`src/rtl/prime_scan_pkg.sv`:
```
// rtl/prime_scan_pkg.sv - shared state encodings and default widths for the prime scan buffer
package prime_scan_pkg;

    localparam int DEF_DATA_W    = 8;
    localparam int DEF_SRC_DEPTH = 16;
    localparam int DEF_BUF_DEPTH = 16;

    typedef enum logic [2:0] {
        S_IDLE,
        S_FETCH,
        S_TEST,
        S_STORE,
        S_NEXT,
        S_DONE
    } state_t;

    typedef enum logic [1:0] {
        T_IDLE,
        T_CHECK,
        T_DIV
    } tst_state_t;

endpackage

```
`src/rtl/prime_test_seq.sv`:
```
// rtl/prime_test_seq.sv - sequential trial-division primality test with restoring remainder
module prime_test_seq
    import prime_scan_pkg::*;
#(
    parameter int DATA_W = DEF_DATA_W
) (
    input  logic              clk,
    input  logic              clr,
    input  logic              start,
    input  logic [DATA_W-1:0] num,
    output logic              done,
    output logic              is_prime
);

    localparam int CNT_W = $clog2(DATA_W + 1);
    localparam logic [DATA_W-1:0] TWO   = DATA_W'(2);
    localparam logic [DATA_W-1:0] THREE = DATA_W'(3);

    tst_state_t        st;
    logic [DATA_W-1:0] n_r;
    logic [DATA_W-1:0] d_r;
    logic [DATA_W-1:0] shf_r;
    logic [DATA_W-1:0] rem_r;
    logic [CNT_W-1:0]  cnt_r;

    logic [DATA_W:0]     trial;
    logic [DATA_W-1:0]   rem_next;
    logic [2*DATA_W-1:0] d_sq;
    logic [2*DATA_W-1:0] n_ext;

    // One restoring step: shift in the next dividend bit, subtract the divisor if it fits.
    always_comb begin
        trial    = {rem_r, shf_r[DATA_W-1]};
        rem_next = trial[DATA_W-1:0];
        if (trial >= {1'b0, d_r}) begin
            rem_next = DATA_W'(trial - {1'b0, d_r});
        end
        d_sq  = {{DATA_W{1'b0}}, d_r} * {{DATA_W{1'b0}}, d_r};
        n_ext = {{DATA_W{1'b0}}, n_r};
    end

    always_ff @(posedge clk) begin
        if (clr) begin
            st       <= T_IDLE;
            done     <= 1'b0;
            is_prime <= 1'b0;
            n_r      <= '0;
            d_r      <= '0;
            shf_r    <= '0;
            rem_r    <= '0;
            cnt_r    <= '0;
        end else begin
            done <= 1'b0;
            case (st)
                T_IDLE: begin
                    if (start) begin
                        n_r <= num;
                        if (num < TWO) begin
                            done     <= 1'b1;
                            is_prime <= 1'b0;
                        end else if (num <= THREE) begin
                            done     <= 1'b1;
                            is_prime <= 1'b1;
                        end else if (!num[0]) begin
                            done     <= 1'b1;
                            is_prime <= 1'b0;
                        end else begin
                            d_r <= THREE;
                            st  <= T_CHECK;
                        end
                    end
                end
                T_CHECK: begin
                    if (d_sq > n_ext) begin
                        done     <= 1'b1;
                        is_prime <= 1'b1;
                        st       <= T_IDLE;
                    end else begin
                        rem_r <= '0;
                        shf_r <= n_r;
                        cnt_r <= '0;
                        st    <= T_DIV;
                    end
                end
                T_DIV: begin
                    rem_r <= rem_next;
                    shf_r <= shf_r << 1;
                    cnt_r <= cnt_r + 1'b1;
                    // The last step decides directly so each divisor costs DATA_W+1 cycles.
                    if (cnt_r == CNT_W'(DATA_W - 1)) begin
                        if (rem_next == '0) begin
                            done     <= 1'b1;
                            is_prime <= 1'b0;
                            st       <= T_IDLE;
                        end else begin
                            d_r <= d_r + TWO;
                            st  <= T_CHECK;
                        end
                    end
                end
                default: st <= T_IDLE;
            endcase
        end
    end

endmodule

```
`src/rtl/prime_scan_buffer.sv`:
```
// rtl/prime_scan_buffer.sv - scans a source ROM, keeps primes (or non-primes) in a readable buffer
module prime_scan_buffer
    import prime_scan_pkg::*;
#(
    parameter int DATA_W    = DEF_DATA_W,
    parameter int SRC_DEPTH = DEF_SRC_DEPTH,
    parameter int BUF_DEPTH = DEF_BUF_DEPTH,
    parameter int SA_W      = $clog2(SRC_DEPTH),
    parameter int BA_W      = $clog2(BUF_DEPTH)
) (
    input  logic              clk,
    input  logic              clr,
    input  logic              go,
    input  logic              keep_np,
    output logic [SA_W-1:0]   src_addr,
    input  logic [DATA_W-1:0] src_data,
    input  logic [BA_W-1:0]   rd_addr,
    output logic [DATA_W-1:0] rd_data,
    output logic              busy,
    output logic              done,
    output logic [BA_W:0]     keep_cnt,
    output logic              overflow
);

    state_t            state;
    logic              keep_np_r;
    logic              keep_r;
    logic [DATA_W-1:0] num_r;
    logic              tst_start;
    logic              tst_done;
    logic              tst_is_prime;
    logic              full;
    logic              wr_en;

    logic [DATA_W-1:0] mem [BUF_DEPTH];

    assign full  = (keep_cnt == (BA_W+1)'(BUF_DEPTH));
    assign wr_en = (state == S_STORE) && keep_r && !full;

    prime_test_seq #(
        .DATA_W(DATA_W)
    ) u_test (
        .clk      (clk),
        .clr      (clr),
        .start    (tst_start),
        .num      (num_r),
        .done     (tst_done),
        .is_prime (tst_is_prime)
    );

    always_ff @(posedge clk) begin
        if (clr) begin
            state     <= S_IDLE;
            src_addr  <= '0;
            keep_cnt  <= '0;
            overflow  <= 1'b0;
            busy      <= 1'b0;
            done      <= 1'b0;
            keep_np_r <= 1'b0;
            keep_r    <= 1'b0;
            num_r     <= '0;
            tst_start <= 1'b0;
        end else begin
            tst_start <= 1'b0;
            case (state)
                S_IDLE, S_DONE: begin
                    if (go) begin
                        keep_np_r <= keep_np;
                        keep_cnt  <= '0;
                        overflow  <= 1'b0;
                        src_addr  <= '0;
                        busy      <= 1'b1;
                        done      <= 1'b0;
                        state     <= S_FETCH;
                    end
                end
                S_FETCH: begin
                    num_r     <= src_data;
                    tst_start <= 1'b1;
                    state     <= S_TEST;
                end
                S_TEST: begin
                    if (tst_done) begin
                        keep_r <= tst_is_prime ^ keep_np_r;
                        state  <= S_STORE;
                    end
                end
                S_STORE: begin
                    if (keep_r) begin
                        if (!full) keep_cnt <= keep_cnt + 1'b1;
                        else       overflow <= 1'b1;
                    end
                    state <= S_NEXT;
                end
                S_NEXT: begin
                    if (src_addr == SA_W'(SRC_DEPTH - 1)) begin
                        busy  <= 1'b0;
                        done  <= 1'b1;
                        state <= S_DONE;
                    end else begin
                        src_addr <= src_addr + 1'b1;
                        state    <= S_FETCH;
                    end
                end
                default: state <= S_IDLE;
            endcase
        end
    end

    // Contents survive clr; only keep_cnt decides which entries are visible.
    always_ff @(posedge clk) begin
        if (wr_en) mem[keep_cnt[BA_W-1:0]] <= num_r;
    end

    always_ff @(posedge clk) begin
        if (clr) begin
            rd_data <= '0;
        end else if ({1'b0, rd_addr} < keep_cnt) begin
            rd_data <= mem[rd_addr];
        end else begin
            rd_data <= '0;
        end
    end

endmodule

```
`config.mk`:
```
export PLATFORM = sky130hd
export DESIGN_NAME = prime_scan_buffer
export DESIGN_NICKNAME = d
export VERILOG_FILES = /design/src/rtl/prime_scan_pkg.sv /design/src/rtl/prime_test_seq.sv /design/src/rtl/prime_scan_buffer.sv
export SDC_FILE = /design/constraint.sdc
export NUM_CORES = 1
export LEC_CHECK = 0
export CAP_MARGIN = 20
export CELL_PAD_IN_SITES_DETAIL_PLACEMENT = 1
export CELL_PAD_IN_SITES_GLOBAL_PLACEMENT = 1
export CORE_AREA = 2 2 150 152
export DETAILED_ROUTE_END_ITERATION = 16
export DIE_AREA = 0 0 152 154
export PLACE_DENSITY_LB_ADDON = 0.2
export SETUP_SLACK_MARGIN = 0.05
export SLEW_MARGIN = 20
export SYNTH_ARGS = -nofsm -noshare
export SYNTH_HDL_FRONTEND = slang
export SYNTH_SLANG_ARGS = --single-unit
```
`constraint.sdc`:
```
create_clock -name clk -period 15.82 [get_ports clk]
set_clock_uncertainty 0.15 [all_clocks]
set_input_delay 3.164 -clock clk [delete_from_list [all_inputs] [get_ports clk]]
set_output_delay 3.164 -clock clk [all_outputs]
set_load 0.01 [all_outputs]
```
==> results.yml <==
synthesis:
  synth_edf_count: 128
  yosysTopAreaCellShare: 0.3594
  synthFlopType: "edfxtp_1"
  yosys.cell_count.top_type: "edfxtp_1"
  syn-instance-count: 894
  syn_nets: 994
  synth-seq-cells: 202
  synth.top_cells.by_area: "edfxtp_1, dfxtp_1, mux4_2, ha_1, fa_1"
  avgSynthCellArea_um2: 11.96
  yosys_warnings: 0
  synth_cell_types: 75
  synth_top_area_cell: "edfxtp_1"
  async_flop_share: 0
  ys_seq_area_frac: 0.4980
  mappedNetlistArea_um2: 10690
  synth_commonest_cells: "edfxtp_1, nor2_1, dfxtp_1"
timing:
  period_needed_ns: 6.509
  rsz0062_at_grt: "false"
  finalSetupTns_ns: 0
  slew_headroom: 0.3494
  hold_viol_final: 0
  setup_viol: 0
  post-route-period-util: 0.4114
  fmax_ghz: 0.1536
  maxSlewViolCount: 0
  worst_pin_slew_ns: 0.9723
placed_design:
  place_area_um2: 11300
  port-buffer-count: 35
  place_congestion: 0.7965
  place_hpwl_um: 17910
cts:
  clockBufferDepth: 3
  tritoncts: "built"
  cts.repair_timing.setup_buffer_count: 0
  clock_sinks: 202
  root_buffer: "clkbuf_16"
  numCtsBuffers: 22
  h-tree-depth: 1
  clk_pin_slew_ns: 0.06
  postCtsHoldBufs: 0
  clk_latency_ns: 0.51
  cts_resized: 0
finish:
  antennaDiodeCount: 0
  layout.nets: 1026
  final_area_um2: 12030
  drive_gt1_frac: 0.1136
  syn_to_final_growth_pct: 12.51
worst_setup_path:
  crit_chain: "clkinv_1, nor2_1, fa_1, fa_1, inv_1, fa_1, fa_1, inv_1, ha_1, and3_1, a221oi_2, o41ai_1, xor2_1, nand3b_1, nor4_4, a211oi_2, mux2_2"
  r2r_start: "u_test.d_r[1]$_SDFFE_PP0P_"
  worstReg2RegEnd: "u_test.cnt_r[0]$_SDFFE_PP0P_"
  ff2ff_path_depth: 17
  timing.reg2reg.setup_slack_ns: 9.31
  critPathRequiredTime_ns: 16.07
  cp_num_buf_inv: 3
  critPathArrivalTime_ns: 6.75
  crit_path_frequent_cell: "fa_1"
  critPathMaxStageDelay_ns: 0.76
  cp-end-kind: "flip-flop"
  path_class: "reg -> reg"
  critPathLaunchType: "flip-flop"
  crit_path_max_fanout: 12
  crit_slowest_cell: "nor4_4"
  cpLargestDelayFamily: "adder cells"
die:
  die-area_um2: 23410
  die_y_um: 154
  rows: 54
  die_x_um: 152
  core_area_um2: 21690
  io_pins: 36
  start_util: 0.4931
power:
  p_per_area_nw_per_um2: 104.8
  ir_worst_vdd_mv: 0.07709
  p_switching_mw: 0.3210
  power.leakage_nw: 4.497
  seq_power_share: 0.469
  power.share.switching: 0.2545
  comb_power_share: 0.115
  clkPwrFrac: 0.415
  internal_power_mw: 0.9402
min_path:
  hold_end: "u_test.rem_r[7]$_SDFFE_PP0P_"
  hold_class: "reg -> reg"
  hp-start: "u_test.rem_r[7]$_SDFFE_PP0P_"
  holdPathStages: 1
global_routing:
  grt_pass1_wl_um: 41770
  grt_max_degree: 41
  antenna_found_initial: 0
  grt-ovfl-total: 0
  grt_usage: 0.2224
  first_global_vias: 7675
drt:
  wl_per_cell_um: 20.83
  drc: 0
  wl_um: 25460
  viasPerCell: 5.759
  detail-route-antenna-nets: 0
  dr.pass1.iters: 4
  initialDrtViolationCount: 355
  num_vias: 7038
flow_run:
  maxCapViolCount: 0
status:
  status: "finished clean"
==> per-layer routing <==
metal  global-route usage  share of wire  vias to the layer above  wire length [um]
met5                    0              0                        -                 0
li1                     -              -                     3347                 -
met1               0.2876           0.44                     3553             11210
met3              0.02621          0.027                       42               676
met2               0.3985           0.51                       96             12890
met4              0.05919          0.027                        0               682
==> logic make-up (layout without fill, tap and decap cells) <==
family,count (synthesis),in the layout,share of synthesized area
AO/OA/AOI/OAI,162,162,0.1060
XOR/XNOR,26,26,0.02129
adder cells (fa/ha/maj),84,84,0.1165
buffers and inverters,109,157,0.04048
flip-flops,202,202,0.4980
multiplexers,64,64,0.1075
AND/OR/NAND/NOR,247,247,0.1102
==> final cells by class <==
cell class | instances | area, um2
Tap cell | 280 | 350.3
Inverter | 75 | 281.5
Fill cell | 2214 | 9657
Multi-Input combinational cell | 583 | 4946
Clock inverter | 17 | 176.4
Timing Repair Buffer | 42 | 397.9
Clock buffer | 23 | 554.3
Sequential cell | 202 | 5325
==> registers in the layout, indices dropped and copies added (netlist names) <==
signal           count
mem                128
num_r                8
rd_data              8
u_test.d_r           8
u_test.n_r           8
u_test.rem_r         8
u_test.shf_r         8
keep_cnt             5
src_addr             4
u_test.cnt_r         4
state                3
u_test.st            2
busy                 1
done                 1
keep_np_r            1
keep_r               1
overflow             1
tst_start            1
u_test.done          1
u_test.is_prime      1
==> cell usage in the layout, fill, tap and decap left out, types with 4 or more instances in the layout <==
master           instances
nand3_1                 15
a211oi_1                11
clkbuf_16               22
mux4_2                  40
a21oi_1                 45
a22o_1                   4
buf_4                    7
nand4_1                  7
nor3_1                  13
mux2i_1                 17
o21ai_0                 29
nor2b_1                 15
clkdlybuf4s50_1         34
nand2_1                 69
xnor2_1                 18
xor2_1                   8
or4_1                    4
mux2_2                   7
fa_1                    26
nor2_1                  84
ha_1                    58
clkinv_2                 6
or3_1                    7
a21o_1                   8
o211ai_1                 6
o2bb2ai_1                6
nand2b_1                 7
nor4_1                   5
o211a_1                  4
edfxtp_1               128
clkinv_1                 6
dfxtp_1                 74
inv_1                   73
==> power groups by stage <==
stage | combinational, mW | sequential [mW] | clock [mW]
after floorplan | 0.110 | 0.594 | 0
after global placement | 0.144 | 0.602 | 0
after detailed placement | 0.146 | 0.603 | 0
after CTS | 0.148 | 0.592 | 0.529
after global routing | 0.163 | 0.594 | 0.547
final | 0.146 | 0.592 | 0.524
==> stage by stage <==
| stage | setup slack [ns] | hold WS [ns] | power [mW] | instances | util |
|---|---|---|---|---|---|
| 2_1_floorplan | 10.27 | 0.2837 | 0.7044 | 894 | - |
| 3_3_place_gp | 9.503 | 0.3016 | 0.7460 | 1182 | 0.5211 |
| 3_5_place_dp | 9.285 | 0.3073 | 0.7495 | 1182 | 0.5211 |
| 4_1_cts | 9.294 | 0.3258 | 1.269 | 1222 | 0.5547 |
| 5_1_grt | 8.943 | 0.3553 | 1.304 | 1222 | 0.5547 |
| 6_report | 9.311 | 0.3214 | 1.261 | 1222 | 0.5547 |
==> how the worst max path moves through the flow <==
stage	startpoint	endpoint	slack [ns]	cells after the start
floorplan	u_test.d_r[1]$_SDFFE_PP0P_	u_test.is_prime$_SDFFE_PP0P_	10.27	20
global placement	u_test.d_r[1]$_SDFFE_PP0P_	u_test.cnt_r[0]$_SDFFE_PP0P_	9.50	16
detailed placement	u_test.d_r[1]$_SDFFE_PP0P_	u_test.cnt_r[0]$_SDFFE_PP0P_	9.29	17
CTS	u_test.d_r[1]$_SDFFE_PP0P_	u_test.cnt_r[0]$_SDFFE_PP0P_	9.29	17
global route	u_test.d_r[1]$_SDFFE_PP0P_	u_test.cnt_r[0]$_SDFFE_PP0P_	8.94	16
finish	u_test.d_r[1]$_SDFFE_PP0P_	u_test.cnt_r[0]$_SDFFE_PP0P_	9.31	17
(Power assumes the default switching activity.)
